===== src/rtl/traductor_multi.sv =====
// Code translator: one-hot decoder or DIGITS-deep digit accumulator, selected per burst by mode.
// Optional macro TRADUCTOR_BCD_CHECK_EN rejects accumulate codes above 9 and pulses err.
module traductor_multi #(
  parameter int IN_W   = 4,
  parameter int DIGITS = 4
) (
  input  logic                         clk,
  input  logic                         rst,
  input  logic [IN_W-1:0]              in,
  input  logic                         in_valid,
  output logic                         in_ready,
  input  logic                         mode,
  input  logic                         clr,
  input  logic                         out_ack,
  output logic [2**IN_W-1:0]           dec_out,
  output logic                         dec_valid,
  output logic [IN_W*DIGITS-1:0]       acc_out,
  output logic [$clog2(DIGITS+1)-1:0]  count,
  output logic                         out_valid,
  output logic                         err
);

  localparam int DEC_W = 2**IN_W;
  localparam int ACC_W = IN_W*DIGITS;
  localparam int CNT_W = $clog2(DIGITS+1);

  typedef enum logic [1:0] {
    EMPTY = 2'd0,
    FILL  = 2'd1,
    FULL  = 2'd2
  } state_t;

  state_t             state_reg;
  logic               mode_reg;
  logic [DEC_W-1:0]   dec_reg;
  logic               dec_valid_reg;
  logic [ACC_W-1:0]   acc_reg;
  logic [CNT_W-1:0]   count_reg;

  logic               xfer;
  logic               mode_eff;
  logic               acc_xfer;
  logic               dec_xfer;
  logic               code_bad;
  logic               digit_take;
  logic               last_digit;
  logic [DEC_W-1:0]   dec_next;
  logic [ACC_W-1:0]   acc_shift;
  logic [CNT_W-1:0]   count_inc;

  // clr blocks the handshake in the same cycle so a coincident code is never half-taken
  assign in_ready = ~clr & (state_reg != FULL);
  assign xfer     = in_valid & in_ready;

  // While EMPTY the live mode pin decides; once a burst starts the latched mode rules
  assign mode_eff = (state_reg == EMPTY) ? mode : mode_reg;
  assign acc_xfer = xfer & mode_eff;
  assign dec_xfer = xfer & ~mode_eff;

`ifdef TRADUCTOR_BCD_CHECK_EN
  assign code_bad = (in > IN_W'(9));
`else
  assign code_bad = 1'b0;
`endif

  assign digit_take = acc_xfer & ~code_bad;
  assign count_inc  = count_reg + 1'b1;
  assign last_digit = (count_inc == CNT_W'(DIGITS));

  generate
    for (genvar gi = 0; gi < DEC_W; gi++) begin : g_dec
      assign dec_next[gi] = (in == IN_W'(gi));
    end
  endgenerate

  // Newest digit enters at the bottom, older digits move up one slot
  assign acc_shift[IN_W-1:0] = in;
  generate
    for (genvar gi = 1; gi < DIGITS; gi++) begin : g_shift
      assign acc_shift[gi*IN_W +: IN_W] = acc_reg[(gi-1)*IN_W +: IN_W];
    end
  endgenerate

  always_ff @(posedge clk or negedge rst) begin
    if (!rst) begin
      state_reg     <= EMPTY;
      mode_reg      <= 1'b0;
      dec_reg       <= '0;
      dec_valid_reg <= 1'b0;
      acc_reg       <= '0;
      count_reg     <= '0;
    end else begin
      dec_valid_reg <= 1'b0;
      if (dec_xfer) begin
        dec_reg       <= dec_next;
        dec_valid_reg <= 1'b1;
      end

      if (state_reg == EMPTY) begin
        mode_reg <= mode;
      end

      if (clr) begin
        acc_reg   <= '0;
        count_reg <= '0;
        state_reg <= EMPTY;
      end else begin
        case (state_reg)
          EMPTY, FILL: begin
            if (digit_take) begin
              acc_reg   <= acc_shift;
              count_reg <= count_inc;
              state_reg <= last_digit ? FULL : FILL;
            end
          end
          FULL: begin
            if (out_ack) begin
              acc_reg   <= '0;
              count_reg <= '0;
              state_reg <= EMPTY;
            end
          end
          default: begin
            acc_reg   <= '0;
            count_reg <= '0;
            state_reg <= EMPTY;
          end
        endcase
      end
    end
  end

`ifdef TRADUCTOR_BCD_CHECK_EN
  logic err_reg;

  always_ff @(posedge clk or negedge rst) begin
    if (!rst) begin
      err_reg <= 1'b0;
    end else begin
      err_reg <= acc_xfer & code_bad;
    end
  end

  assign err = err_reg;
`else
  assign err = 1'b0;
`endif

  assign dec_out   = dec_reg;
  assign dec_valid = dec_valid_reg;
  assign acc_out   = acc_reg;
  assign count     = count_reg;
  assign out_valid = (state_reg == FULL);

endmodule


===== config.mk =====
export PLATFORM = sky130hd
export DESIGN_NAME = traductor_multi
export DESIGN_NICKNAME = d
export VERILOG_FILES = /design/src/rtl/traductor_multi.sv
export SDC_FILE = /design/constraint.sdc
export NUM_CORES = 1
export LEC_CHECK = 0
export CAP_MARGIN = 25
export CORE_AREA = 2 2 65 67
export DETAILED_ROUTE_END_ITERATION = 16
export DIE_AREA = 0 0 67 69
export HOLD_SLACK_MARGIN = 0.1
export PLACE_DENSITY = 0.77
export SYNTH_ARGS = -nofsm -noshare
export SYNTH_HDL_FRONTEND = slang
export SYNTH_SLANG_ARGS = --single-unit

===== constraint.sdc =====
create_clock -name clk -period 2.5 [get_ports clk]
set_clock_uncertainty 0.05 [all_clocks]
set_input_delay 0.375 -clock clk [delete_from_list [all_inputs] [get_ports clk]]
set_output_delay 0.375 -clock clk [all_outputs]
set_load 0.01 [all_outputs]

==> results of run 1 <==
==> per-stage QoR <==
stage | hold slack (ns) | total power (W) | area [sq um] | cells | util (%)
after floorplan | 0.0294 | 0.000793 | 1810 | 139 | -
after global placement | 0.443 | 0.000885 | 2270 | 228 | 58.1
after detailed placement | 0.452 | 0.000895 | 2280 | 229 | 58.3
after CTS | 0.162 | 0.00136 | 2380 | 237 | 60.9
after global routing | 0.200 | 0.00142 | 2380 | 237 | 60.9
final | 0.138 | 0.00135 | 2380 | 237 | 60.9
==> cell families after synthesis <==
family,synth area share (%)
muxes,13.7
buffers and inverters,4.14
adders and majority gates,1.38
DFF,53.8
AOI/OAI and AO/OA,13.0
xor gates and xnor gates,0.483
and+or+nand+nor,13.3
other,0.207
==> area by class of cell <==
type / count / area (sq um) / share of cell area, %
Clock buffer: 7 / 96.3 / 4.04
Timing Repair Buffer: 49 / 480 / 20.1
Sequential cell: 39 / 976 / 40.9
Tap cell: 50 / 62.6 / 2.62
Multi-Input combinational cell: 91 / 762 / 32.0
Clock inverter: 1 / 7.51 / 0.315
==> per-layer routing <==
metal / vias up / share of wire, % / global-route usage [%]
met1: 654 / 43 / 23.4
met3: 2 / 5.4 / 7.34
met4: 0 / 0.50 / 4.76
li1: 615 / - / -
met5: - / 0 / 0
met2: 29 / 51 / 30.4
==> critical path: cells and delay by family, from the launching register on <==
kind / cells / cell delay (ns)
buf+inv: 1 / 0.55
flops: 1 / 0.49
simple gates: 2 / 0.32
==> path summary, 6_finish.rpt <==
path | start | endpoint | slack (ns)
worst max-delay path | state_reg[0] | in_ready | 0.44
worst min-delay path | rst | acc_out[11] | 0.14
worst max register to register | state_reg[1] | dec_out[4] | 0.61
worst min register to register | dec_out[5] | dec_out[5] | 0.47
max in group asynchronous | rst | dec_out[3] | 1.73
min in group clk | dec_out[5] | dec_out[5] | 0.47
==> synth_stat cells (2+ instances only) <==
cell       n
a32o_1    18
nor2b_1    2
buf_2      5
buf_6      2
mux2_2    10
nand2_1    4
o21ai_0    2
dfrtp_1   39
nor3_1     7
mux2_4     9
ha_1       2
nand2b_1   7
nor2_1    12
==> where the power goes <==
| part | switching [W] | internal [W] | leakage [nW] |
|---|---|---|---|
| registers | 0.0000234 | 0.000660 | 0.535 |
| clock network | 0.000218 | 0.000251 | 0.0505 |
| logic | 0.0000922 | 0.000105 | 0.460 |
==> cell usage in the layout (no fill, tap or decap), types with 2 or more instances in the layout <==
master / count
nor2_1: 12
a32o_1: 18
o21ai_0: 2
nand2_1: 4
buf_4: 2
nor3_1: 7
nor2b_1: 2
mux2_4: 9
clkbuf_8: 7
dfrtp_1: 39
nand2b_1: 7
clkdlybuf4s50_1: 46
ha_1: 2
mux2_2: 10
==> results by group, run 1 <==
STA
  • Final Cycle Share: 82.6%
  • Post-layout min period: 2.06 ns
  • Setup ws final: 0.436 ns
  • Hold Vio Cnt, Final: 0
  • Actual slew at the worst max-slew pin: 0.849 ns
  • Final setup vio count: 0
  • Slew Viols, Final: 0
  • Max Freq: 484 MHz
  • TNS Setup: 0 ns
  • Setup repair after global routing missed its margin: false
  • Slew HR: 43.4%

Synthesis
  • Mapped Area: 1810 sq um
  • Cell taking the most area after synthesis: dfrtp_1
  • Avg Cell Area, Syn: 13.0 sq um
  • Post-synth cell types: 33
  • #FFs+latches synth: 39
  • Ys async rst share: 100%
  • Share of the synthesized area in the top cell type: 53.8%
  • Post-Syn Instances: 139
  • Synth area leaders: dfrtp_1 (54%), a32o_1 (9.9%), mux2_4 (7.5%), mux2_2 (6.2%), nor2_1 (2.5%)
  • Post-synth EDFFs: 0
  • Syn nets: 151
  • Sequential area share after synthesis: 53.8%
  • Post-synth top flop: dfrtp_1
  • Yosys warnings: 0

Global routing
  • Total grt overflow: 0
  • Vias in the first global route: 1348
  • Initial antenna violation count: 0
  • Gr usage total: 18.8%
  • Largest net degree at the start of global routing: 40
  • First-pass GRT wire length: 6.57 mm

Detailed routing
  • Total Wirelength: 3.83 mm
  • Final ANT Viol Nets: 0
  • DR iter-0 viols: 31
  • DRC: 0
  • Vias per cell: 5.49
  • DR pass1 iterations: 4
  • Routed wire length per instance: 16.1 um
  • DR vias: 1300

Finish
  • Layout cells sized above 1: 18.2%
  • Syn-to-layout area delta: 31.5%
  • Nets@finish: 198
  • FILL cells: 333
  • Ant. Diodes: 0

Clock network
  • TritonCTS clock tree: built
  • CTS Buf Count: 5
  • Skew-Pair Late Insertion Delay: 0.29 ns
  • CTS max path bufs: 2
  • # H-tree levels: 2
  • Clock transition at path regs: 0.07 ns
  • Cts hold-fix bufs: 0
  • Post-CTS Resized: 0
  • Clock sinks: 39
  • Root buf cell: clkbuf_8
  • Post-CTS setup buffers: 0

Critical path
  • Reg2Reg Depth: 4
  • Critical path arrival: 1.64 ns
  • Worst-path maximum fanout: 10
  • Cell Chain, Critical Path: and2b_1 -> nor2_1 -> clkdlybuf4s50_1
  • Endpoint class of the critical path: primary output
  • Startpoint Class: register
  • Critical Path Max Stage Delay: 0.55 ns
  • Crit Path Class: register to primary output
  • Critical Path RT: 2.08 ns
  • Critical-path top delay cell: clkdlybuf4s50_1

Placement
  • Worst slack, placed: 0.316 ns
  • I/O Buffers: 47
  • Placed wire-length estimate: 2.72 mm
  • Gp weighted congestion: 0.757

Power
  • Leak: 1.05 nW
  • VDD IR-drop max: 0.000353 V
  • PwrDens: 565 nW/um^2

Floorplanning
  • Die Y: 69 um
  • Die area: 4620 sq um
  • Core area: 3910 sq um
  • I/O Pins: 49
  • Initial Util: 46.3%
  • Std-Cell Rows: 23
  • Die X: 67 um

Job
  • Maxcap violations: 0

Worst hold path
  • Worst min path class: input port to asynchronous set/reset pin

Status
  • Status: finished, final reports clean
Power figures use the tool's default switching activity.
==> inputs of run 2 (changes only) <==
CORE_AREA = 2 2 68 70   (was 2 2 65 67)
DIE_AREA = 0 0 70 72   (was 0 0 67 69)
PLACE_DENSITY = 0.74   (was 0.77)
clock period = 1.7 ns   (was 2.5 ns; I/O delays follow)
==> results by group, run 2 (synthesized netlist as in run 1, its figures left out) <==
Finish
  • FILL cells: 341
  • Footprint of the multi-input gates: 766 sq um
  • Post-route insts no fill: 257
  • Nets@finish: 216
  • Syn-to-layout area delta: 42.2%
  • Most common cell after layout, fill and taps aside: clkdlybuf4s50_1
  • Layout cells sized above 1: 25.4%
  • Ant. Diodes: 0
  • Post-route cell area: 2580 sq um
  • Register area: 976 sq um
  • Most frequent cells in the layout: clkdlybuf4s50_1 (44), dfrtp_1 (39), a32o_1 (18)

STA
  • Final Cycle Share: 101%
  • Worst hold slack: 0.448 ns
  • Setup repair after global routing missed its margin: true
  • Slew HR: 60.5%
  • Slew Viols, Final: 0
  • Max Freq: 584 MHz
  • Final setup vio count: 6
  • Hold Vio Cnt, Final: 0
  • Setup ws final: -0.0109 ns
  • Actual slew at the worst max-slew pin: 0.592 ns
  • Post-layout min period: 1.71 ns

Power
  • PwrDens: 830 nW/um^2
  • VDD IR-drop max: 0.000560 V
  • Total power: 0.00214 W
  • Leak: 1.16 nW

Critical path
  • Critical Path Max Stage Delay: 0.40 ns
  • Cell Chain, Critical Path: buf_6 -> or3_4 -> a21oi_4 -> buf_12 -> mux2_2
  • Endpoint class of the critical path: register
  • Bufs and invs on worst path: 2
  • Crit Path Class: register to register
  • Critical-path top delay cell: dfrtp_1
  • Worst-path maximum fanout: 17
  • Delay-heaviest family, CP: flip-flops
  • Critical Path RT: 1.83 ns
  • Startpoint Class: register
  • Critical path arrival: 1.84 ns

Worst hold path
  • Worst min path class: input port to asynchronous set/reset pin

Global routing
  • Initial antenna violation count: 0
  • Gr usage total: 17.3%
  • Total grt overflow: 0
  • Vias in the first global route: 1466
  • Largest net degree at the start of global routing: 27
  • First-pass GRT wire length: 6.95 mm

Detailed routing
  • Total Wirelength: 4.13 mm
  • Routed wire length per instance: 16.1 um
  • DRC: 0
  • Final ANT Viol Nets: 0
  • Vias per cell: 5.46
  • DR iter-0 viols: 72
  • DR vias: 1404
  • DR pass1 iterations: 7

Floorplanning
  • Std-Cell Rows: 24
  • Die area: 5040 sq um
  • Die Y: 72 um
  • Die X: 70 um
  • Initial Util: 42.5%
  • Core area: 4260 sq um
  • I/O Pins: 49

Status
  • Status: finished, violations left
  • Violated checks: setup timing

Clock network
  • # H-tree levels: 2
  • Clock sinks: 39
  • TritonCTS clock tree: built
  • CTS max path bufs: 2
  • Skew-Pair Late Insertion Delay: 0.29 ns
  • CTS Buf Count: 5
  • Root buf cell: clkbuf_8
  • Clock transition at path regs: 0.08 ns

Placement
  • Gp weighted congestion: 0.872
  • Inst Count DP: 248
  • Post-DP Area: 2450 sq um
  • Placed wire-length estimate: 2.97 mm
  • I/O Buffers: 47

Job
  • Maxcap violations: 0
==> run 2: final cells by class <==
type | instances | area share (%)
clock buffers | 6 | 3.20
clock inverters | 2 | 1.36
multi-input cells | 91 | 29.7
flip-flops and latches | 39 | 37.9
well taps | 52 | 2.52
repair buffers | 67 | 25.3
==> run 2: worst register-to-register path: cells and delay by family, from the launching register on <==
family                 cells  cell delay (ns)
flip-flops                 1             0.40
multiplexers               1             0.36
AND/OR/NAND/NOR            1             0.33
buffers and inverters      2             0.32
AO/OA/AOI/OAI              1             0.15
==> run 2: path summary, 6_finish.rpt <==
path / from / end / slack, ns / cells past startpoint
worst max-delay path: state_reg[0] / dec_out[2] / -0.01 / 5
worst min-delay path: rst / acc_out[11] / 0.45 / 2
worst max register to register: state_reg[0] / dec_out[2] / -0.01 / 5
worst min register to register: dec_out[7] / dec_out[7] / 0.46 / 1
max in group asynchronous: rst / acc_out[6] / 0.58 / 3
min in group clk: dec_out[7] / dec_out[7] / 0.46 / 1
==> run 2: stage by stage <==
stage	worst slack, ns	utilization, %	setup TNS [ns]
global route	-0.0524	60.4	-0.448
finish	-0.0109	60.4	-0.0340
detailed placement	-0.249	57.4	-7.10
CTS	-0.00841	60.5	-0.0325
global placement	-0.495	57.2	-12.51
floorplan	-0.00506	-	-0.0456
==> run 2: report_power, final <==
part / total [W] / internal [W] / switching (W)
combinational: 0.000343 / 0.000193 / 0.000151
clock: 0.000794 / 0.000475 / 0.000319
sequential: 0.00100 / 0.000970 / 0.0000315
==> run 2: timing repair <==
action | CTS | global route
setup buffers | 0 | 0
hold endpoints to repair | 24 | 0
endpoints found under the setup margin | 9 | 17
hold buffers | 1 | 0
gates resized for setup | 4 | 2
==> run 2: layer usage <==
layer	vias to the layer above	share of wire [%]	track usage, %
li1	644	-	-
met5	-	0	0
met4	0	1.8	6.20
met3	10	5.5	5.14
met2	38	50	29.8
met1	712	42	20.9
